File: src/rtl/alu_arbiter.sv
// alu_arbiter: round-robin arbiter and sequencer sharing one 32-bit ALU
// between two valid/ready requesters. Operands are registered and held on
// the ALU for SETTLE_CYCLES before result and flags are captured and returned
// on a single tagged response channel.
//
// Optional build macro: ALU_ARB_STATS_EN adds saturating per-requester grant
// counters and a response-stall counter.
//
// state | meaning
// ------+-----------------------------------------------------------
// IDLE  | choosing a requester; ready asserted towards the grant
// EXEC  | operands held on the ALU while the settle counter runs down
// RESP  | result captured; waiting for the consumer to take it

module alu (
    input  logic [31:0] a,
    input  logic [31:0] b,
    input  logic [2:0]  cmd,
    output logic [31:0] result,
    output logic        carryout,
    output logic        zero,
    output logic        overflow
);
    logic [32:0] sum;

    // Combinational ALU; carry and overflow exist only for ADD and SUB
    always_comb begin
        sum      = 33'd0;
        result   = 32'd0;
        carryout = 1'b0;
        overflow = 1'b0;
        case (cmd)
            3'd0: begin
                sum      = {1'b0, a} + {1'b0, b};
                result   = sum[31:0];
                carryout = sum[32];
                overflow = (a[31] == b[31]) && (sum[31] != a[31]);
            end
            3'd1: begin
                sum      = {1'b0, a} + {1'b0, ~b} + 33'd1;
                result   = sum[31:0];
                carryout = sum[32];
                overflow = (a[31] != b[31]) && (sum[31] != a[31]);
            end
            3'd2: result = a ^ b;
            3'd3: result = {31'd0, $signed(a) < $signed(b)};
            3'd4: result = a & b;
            3'd5: result = ~(a & b);
            3'd6: result = ~(a | b);
            default: result = a | b;
        endcase
        zero = (result == 32'd0);
    end
endmodule

module alu_arbiter #(
    parameter int unsigned SETTLE_CYCLES = 1
) (
    input  logic        clk,
    input  logic        reset,
    input  logic        r0_valid,
    output logic        r0_ready,
    input  logic [31:0] r0_a,
    input  logic [31:0] r0_b,
    input  logic [2:0]  r0_cmd,
    input  logic        r1_valid,
    output logic        r1_ready,
    input  logic [31:0] r1_a,
    input  logic [31:0] r1_b,
    input  logic [2:0]  r1_cmd,
    output logic        rsp_valid,
    input  logic        rsp_ready,
    output logic        rsp_id,
    output logic [31:0] rsp_result,
    output logic        rsp_carryout,
    output logic        rsp_zero,
    output logic        rsp_overflow
`ifdef ALU_ARB_STATS_EN
    ,
    output logic [15:0] stat_grant0,
    output logic [15:0] stat_grant1,
    output logic [15:0] stat_stall
`endif
);
    typedef enum logic [1:0] {IDLE = 2'd0, EXEC = 2'd1, RESP = 2'd2} state_t;

    localparam logic [3:0] CNT_LOAD = 4'(SETTLE_CYCLES - 1);

    state_t      state_q, state_d;
    logic        ptr_q;
    logic        grant;
    logic        accept;
    logic [31:0] a_q, b_q;
    logic [2:0]  cmd_q;
    logic        id_q;
    logic [3:0]  cnt_q;
    logic [31:0] alu_result;
    logic        alu_carryout, alu_zero, alu_overflow;

    // ALU sees only the registered operands, never the request ports
    alu u_alu (
        .a        (a_q),
        .b        (b_q),
        .cmd      (cmd_q),
        .result   (alu_result),
        .carryout (alu_carryout),
        .zero     (alu_zero),
        .overflow (alu_overflow)
    );

    // State register
    always_ff @(posedge clk) begin
        if (reset) state_q <= IDLE;
        else       state_q <= state_d;
    end

    // Next-state logic
    always_comb begin
        state_d = state_q;
        case (state_q)
            IDLE:    if (accept)           state_d = EXEC;
            EXEC:    if (cnt_q == 4'd0)    state_d = RESP;
            RESP:    if (rsp_ready)        state_d = IDLE;
            default:                       state_d = IDLE;
        endcase
    end

    // Grant selection and ready outputs; pointer only matters when both ask
    always_comb begin
        grant    = (r0_valid && r1_valid) ? ptr_q : r1_valid;
        r0_ready = (state_q == IDLE) && r0_valid && !grant;
        r1_ready = (state_q == IDLE) && r1_valid && grant;
        accept   = r0_ready || r1_ready;
    end

    // Operand capture, settle down-counter, response registers and pointer
    always_ff @(posedge clk) begin
        if (reset) begin
            a_q          <= 32'd0;
            b_q          <= 32'd0;
            cmd_q        <= 3'd0;
            id_q         <= 1'b0;
            cnt_q        <= 4'd0;
            ptr_q        <= 1'b0;
            rsp_valid    <= 1'b0;
            rsp_id       <= 1'b0;
            rsp_result   <= 32'd0;
            rsp_carryout <= 1'b0;
            rsp_zero     <= 1'b0;
            rsp_overflow <= 1'b0;
        end else begin
            if (accept) begin
                a_q   <= grant ? r1_a : r0_a;
                b_q   <= grant ? r1_b : r0_b;
                cmd_q <= grant ? r1_cmd : r0_cmd;
                id_q  <= grant;
                cnt_q <= CNT_LOAD;
            end
            if (state_q == EXEC) begin
                if (cnt_q != 4'd0) begin
                    cnt_q <= cnt_q - 4'd1;
                end else begin
                    rsp_valid    <= 1'b1;
                    rsp_id       <= id_q;
                    rsp_result   <= alu_result;
                    rsp_carryout <= alu_carryout;
                    rsp_zero     <= alu_zero;
                    rsp_overflow <= alu_overflow;
                end
            end
            if (state_q == RESP && rsp_ready) begin
                rsp_valid <= 1'b0;
                ptr_q     <= ~id_q;
            end
        end
    end

`ifdef ALU_ARB_STATS_EN
    // Saturating grant and response-stall counters
    always_ff @(posedge clk) begin
        if (reset) begin
            stat_grant0 <= 16'd0;
            stat_grant1 <= 16'd0;
            stat_stall  <= 16'd0;
        end else begin
            if (r0_ready && stat_grant0 != 16'hFFFF) stat_grant0 <= stat_grant0 + 16'd1;
            if (r1_ready && stat_grant1 != 16'hFFFF) stat_grant1 <= stat_grant1 + 16'd1;
            if (state_q == RESP && !rsp_ready && stat_stall != 16'hFFFF)
                stat_stall <= stat_stall + 16'd1;
        end
    end
`endif

endmodule

File: config.mk
export PLATFORM = sky130hd
export DESIGN_NAME = alu_arbiter
export DESIGN_NICKNAME = d
export VERILOG_FILES = /design/src/rtl/alu_arbiter.sv
export SDC_FILE = /design/constraint.sdc
export NUM_CORES = 1
export LEC_CHECK = 0
export CORE_MARGIN = 5
export CORE_UTILIZATION = 51
export DETAILED_ROUTE_END_ITERATION = 10
export PLACE_DENSITY = 0.79
export SYNTH_ARGS = -nofsm -noshare
export SYNTH_HDL_FRONTEND = slang
export SYNTH_HIERARCHICAL = 1
export SYNTH_SLANG_ARGS = --single-unit
File: constraint.sdc
create_clock -name clk -period 3.6 [get_ports clk]
set_input_delay 0.72 -clock clk [delete_from_list [all_inputs] [get_ports clk]]
set_output_delay 0.72 -clock clk [all_outputs]
set_load 0.03 [all_outputs]
==> reports/metrics.cfg <==
[run_status]
status=complete, but fails checks
violations=setup timing

[power_and_ir_drop]
leakage_nw=6.871
max-vdd-ir-drop_mv=0.2785
finalPower_w=0.007551
power.density_nw_per_um2=455.8

[timing]
relSlewSlack=0.4275
period_minus_slack_ns=3.877
hold_violations=0
period_share=1.077
whs_ns=0.4585
tightest_slew_ns=0.8515
finalSetupTns_ns=-0.2768
finalWorstSetupSlack_ns=-0.2768
max_freq_mhz=257.9
worst_clock_skew_ns=0.02568
rsz0062_at_grt=yes
slew_violations=0
setup_viol_count_final=1

[yosys]
ys_warn_count=6
synth_nets=1856
synth_top_area_cell=dfxtp_1
synth_area_um2=11850
yosysMostFrequentCell=a21oi_1
synth-edff-count=0
syn_avg_cell_area_um2=7.358
synth-seq-area-share=0.1893
synthArstFlopShare=0
synth_area_leaders=dfxtp_1 19%, ha_1 11%, a21oi_1 7.2%
synthFlopType=dfxtp_1
ys_seq_elements=112
netlist_instances=1610
ys_top_cells_by_count=171 x a21oi_1, 157 x nand2_1, 122 x o21ai_0
yosysUniqueCellTypes=90
synth_top_area_frac=0.1893

[die]
rows=55
die_area_um2=26380
io_pins=178
die_height_um=162.4
core_um2=22780
initial_core_util=0.5201
fp.dieW_um=162.4

[grt]
global_route.usage.met1=0.5069
grt_pass1_vias=13350
track_usage=0.3572
top_usage_layer=met2
grt_pass1_wl_um=74750
antenna_found_initial=0
grtUsageMet2=0.5207
grt_util_met3=0.1104
grt-ovfl-total=0
grt_max_degree=77

[final_layout]
area_growth_pct=39.85
postLayoutCellArea_um2=16570
final_net_count=2251
drive_above_1_share=0.2393
fillers=1766
antenna_cells=0

[placement]
io_buffers=177
place_area_um2=16050
place_congestion=0.9872
dpl.hpwl_um=39380

[cts]
worstSkewPairLatency_ns=0.38
clockBufferDepth=2
cts_tree=built
numCtsBuffers=9
cts-root-buf=clkbuf_16
clkSinkCount=112
ctsHoldBuffers=0
clkTransAtPathRegs_ns=0.10
htreeDepth=3

[setup_path]
cp_data_required_time_ns=3.92
cp-start-kind=register
path_class=register to register
path_max_fanout=6
worstPathArrival_ns=4.20
crit_path_end_kind=register

[routing]
wl_per_cell_um=21.16
firstDrtPassIters=6
drt_iter0_markers=1777
via_count=14500
drtAntennaViolNets=0
wl_um=49150
drc=0
via_per_inst=6.240

[worst_hold_path]
min_path_type=register to register

[job]
drv_cap=0

power breakdown:
group	leakage [nW]	internal, W	total (W)	switching, W
logic	5.78	0.00221	0.00489	0.00268
clock network	0.161	0.000572	0.00115	0.000576
registers	0.925	0.00139	0.00151	0.000118
cell families (layout without fill, tap and decap cells):
group                    count (synthesis)  in the layout  share of synthesized area
AO/OA/AOI/OAI                          588            588                     0.3461
XOR/XNOR                                19             19                    0.01405
adder cells (fa/ha/maj)                107            107                     0.1143
buffers and inverters                  246            646                    0.08935
flip-flops                             112            112                     0.1893
multiplexers                            64             64                    0.05439
AND/OR/NAND/NOR                        474            474                     0.1925
critical path: stages (launching register included):
cell and delay (ns):
dfxtp_1 0.35, inv_1 0.05, ha_1 0.34, buf_4 0.18, a21oi_1 0.16, o21ai_0 0.22, nand2b_1 0.20, o21ai_1 0.24
a21oi_1 0.11, buf_4 0.16, a21oi_1 0.18, o211ai_1 0.13, a31o_2 0.24, a32o_1 0.25, or3_2 0.51, nor4_2 0.27
nand2_1 0.08, mux2i_1 0.15
what timing repair did:
item                       4_1_cts  5_1_grt
gates resized for setup         18       24
setup endpoints to repair        1        7
buffers inserted                 1        0
pin swaps                        6        2
per-layer routing:
metal  share of wire  vias up
met2            0.41      907
li1                -     6724
met5               0        -
met3            0.13      104
met4           0.028        0
met1            0.43     6761
cell type report:
cell class,instances,area (um2),area share
multi-input cells,1252,8783,0.5302
repair buffers,525,4412,0.2663
flip-flops and latches,112,2253,0.1360
inverters,105,394.1,0.02379
well taps,313,391.6,0.02364
clock buffers,9,225.2,0.01359
clock inverters,7,107.6,0.006495
metrics by stage:
stage                 util  std cells  setup WS (ns)
finish              0.7273       2323        -0.2768
global route        0.7273       2323        -0.4053
CTS                 0.7230       2323        -0.2688
detailed placement  0.7045       2306        -0.5426
global placement    0.7045       2306        -0.4821
floorplan                -       1610       0.005117
placed cells by master (no fill, tap or decap), types with 19 or more instances in the layout:
cell	instances
a211oi_1	19
a21o_1	21
a21oi_1	167
a311oi_1	40
a311oi_2	30
buf_4	345
clkdlybuf4s50_1	175
dfxtp_1	105
ha_1	98
inv_1	98
mux2i_1	61
nand2_1	156
nand3_1	94
nor2_1	84
nor3_1	31
o21ai_0	120
worst paths after layout:
kind,startpoint,end,slack [ns],cells after the start
max,a_q[7]$_SDFFE_PP0P_,rsp_zero$_SDFFE_PP0P_,-0.28,17
min,rsp_result[18]$_SDFFE_PP0P_,rsp_result[18]$_SDFFE_PP0P_,0.46,2
max reg2reg,a_q[7]$_SDFFE_PP0P_,rsp_zero$_SDFFE_PP0P_,-0.28,17
min reg2reg,rsp_result[18]$_SDFFE_PP0P_,rsp_result[18]$_SDFFE_PP0P_,0.46,2
sequential cells by signal, summed over array words and instances, names as in the netlist:
name / flops
b_q: 32
rsp_zero: 1
cmd_q: 3
rsp_valid: 1
rsp_id: 1
rsp_result: 32
rsp_carryout: 1
id_q: 1
rsp_overflow: 1
a_q: 32
ptr_q: 1
state_q: 2
cnt_q: 4
(Power assumes the default switching activity.)
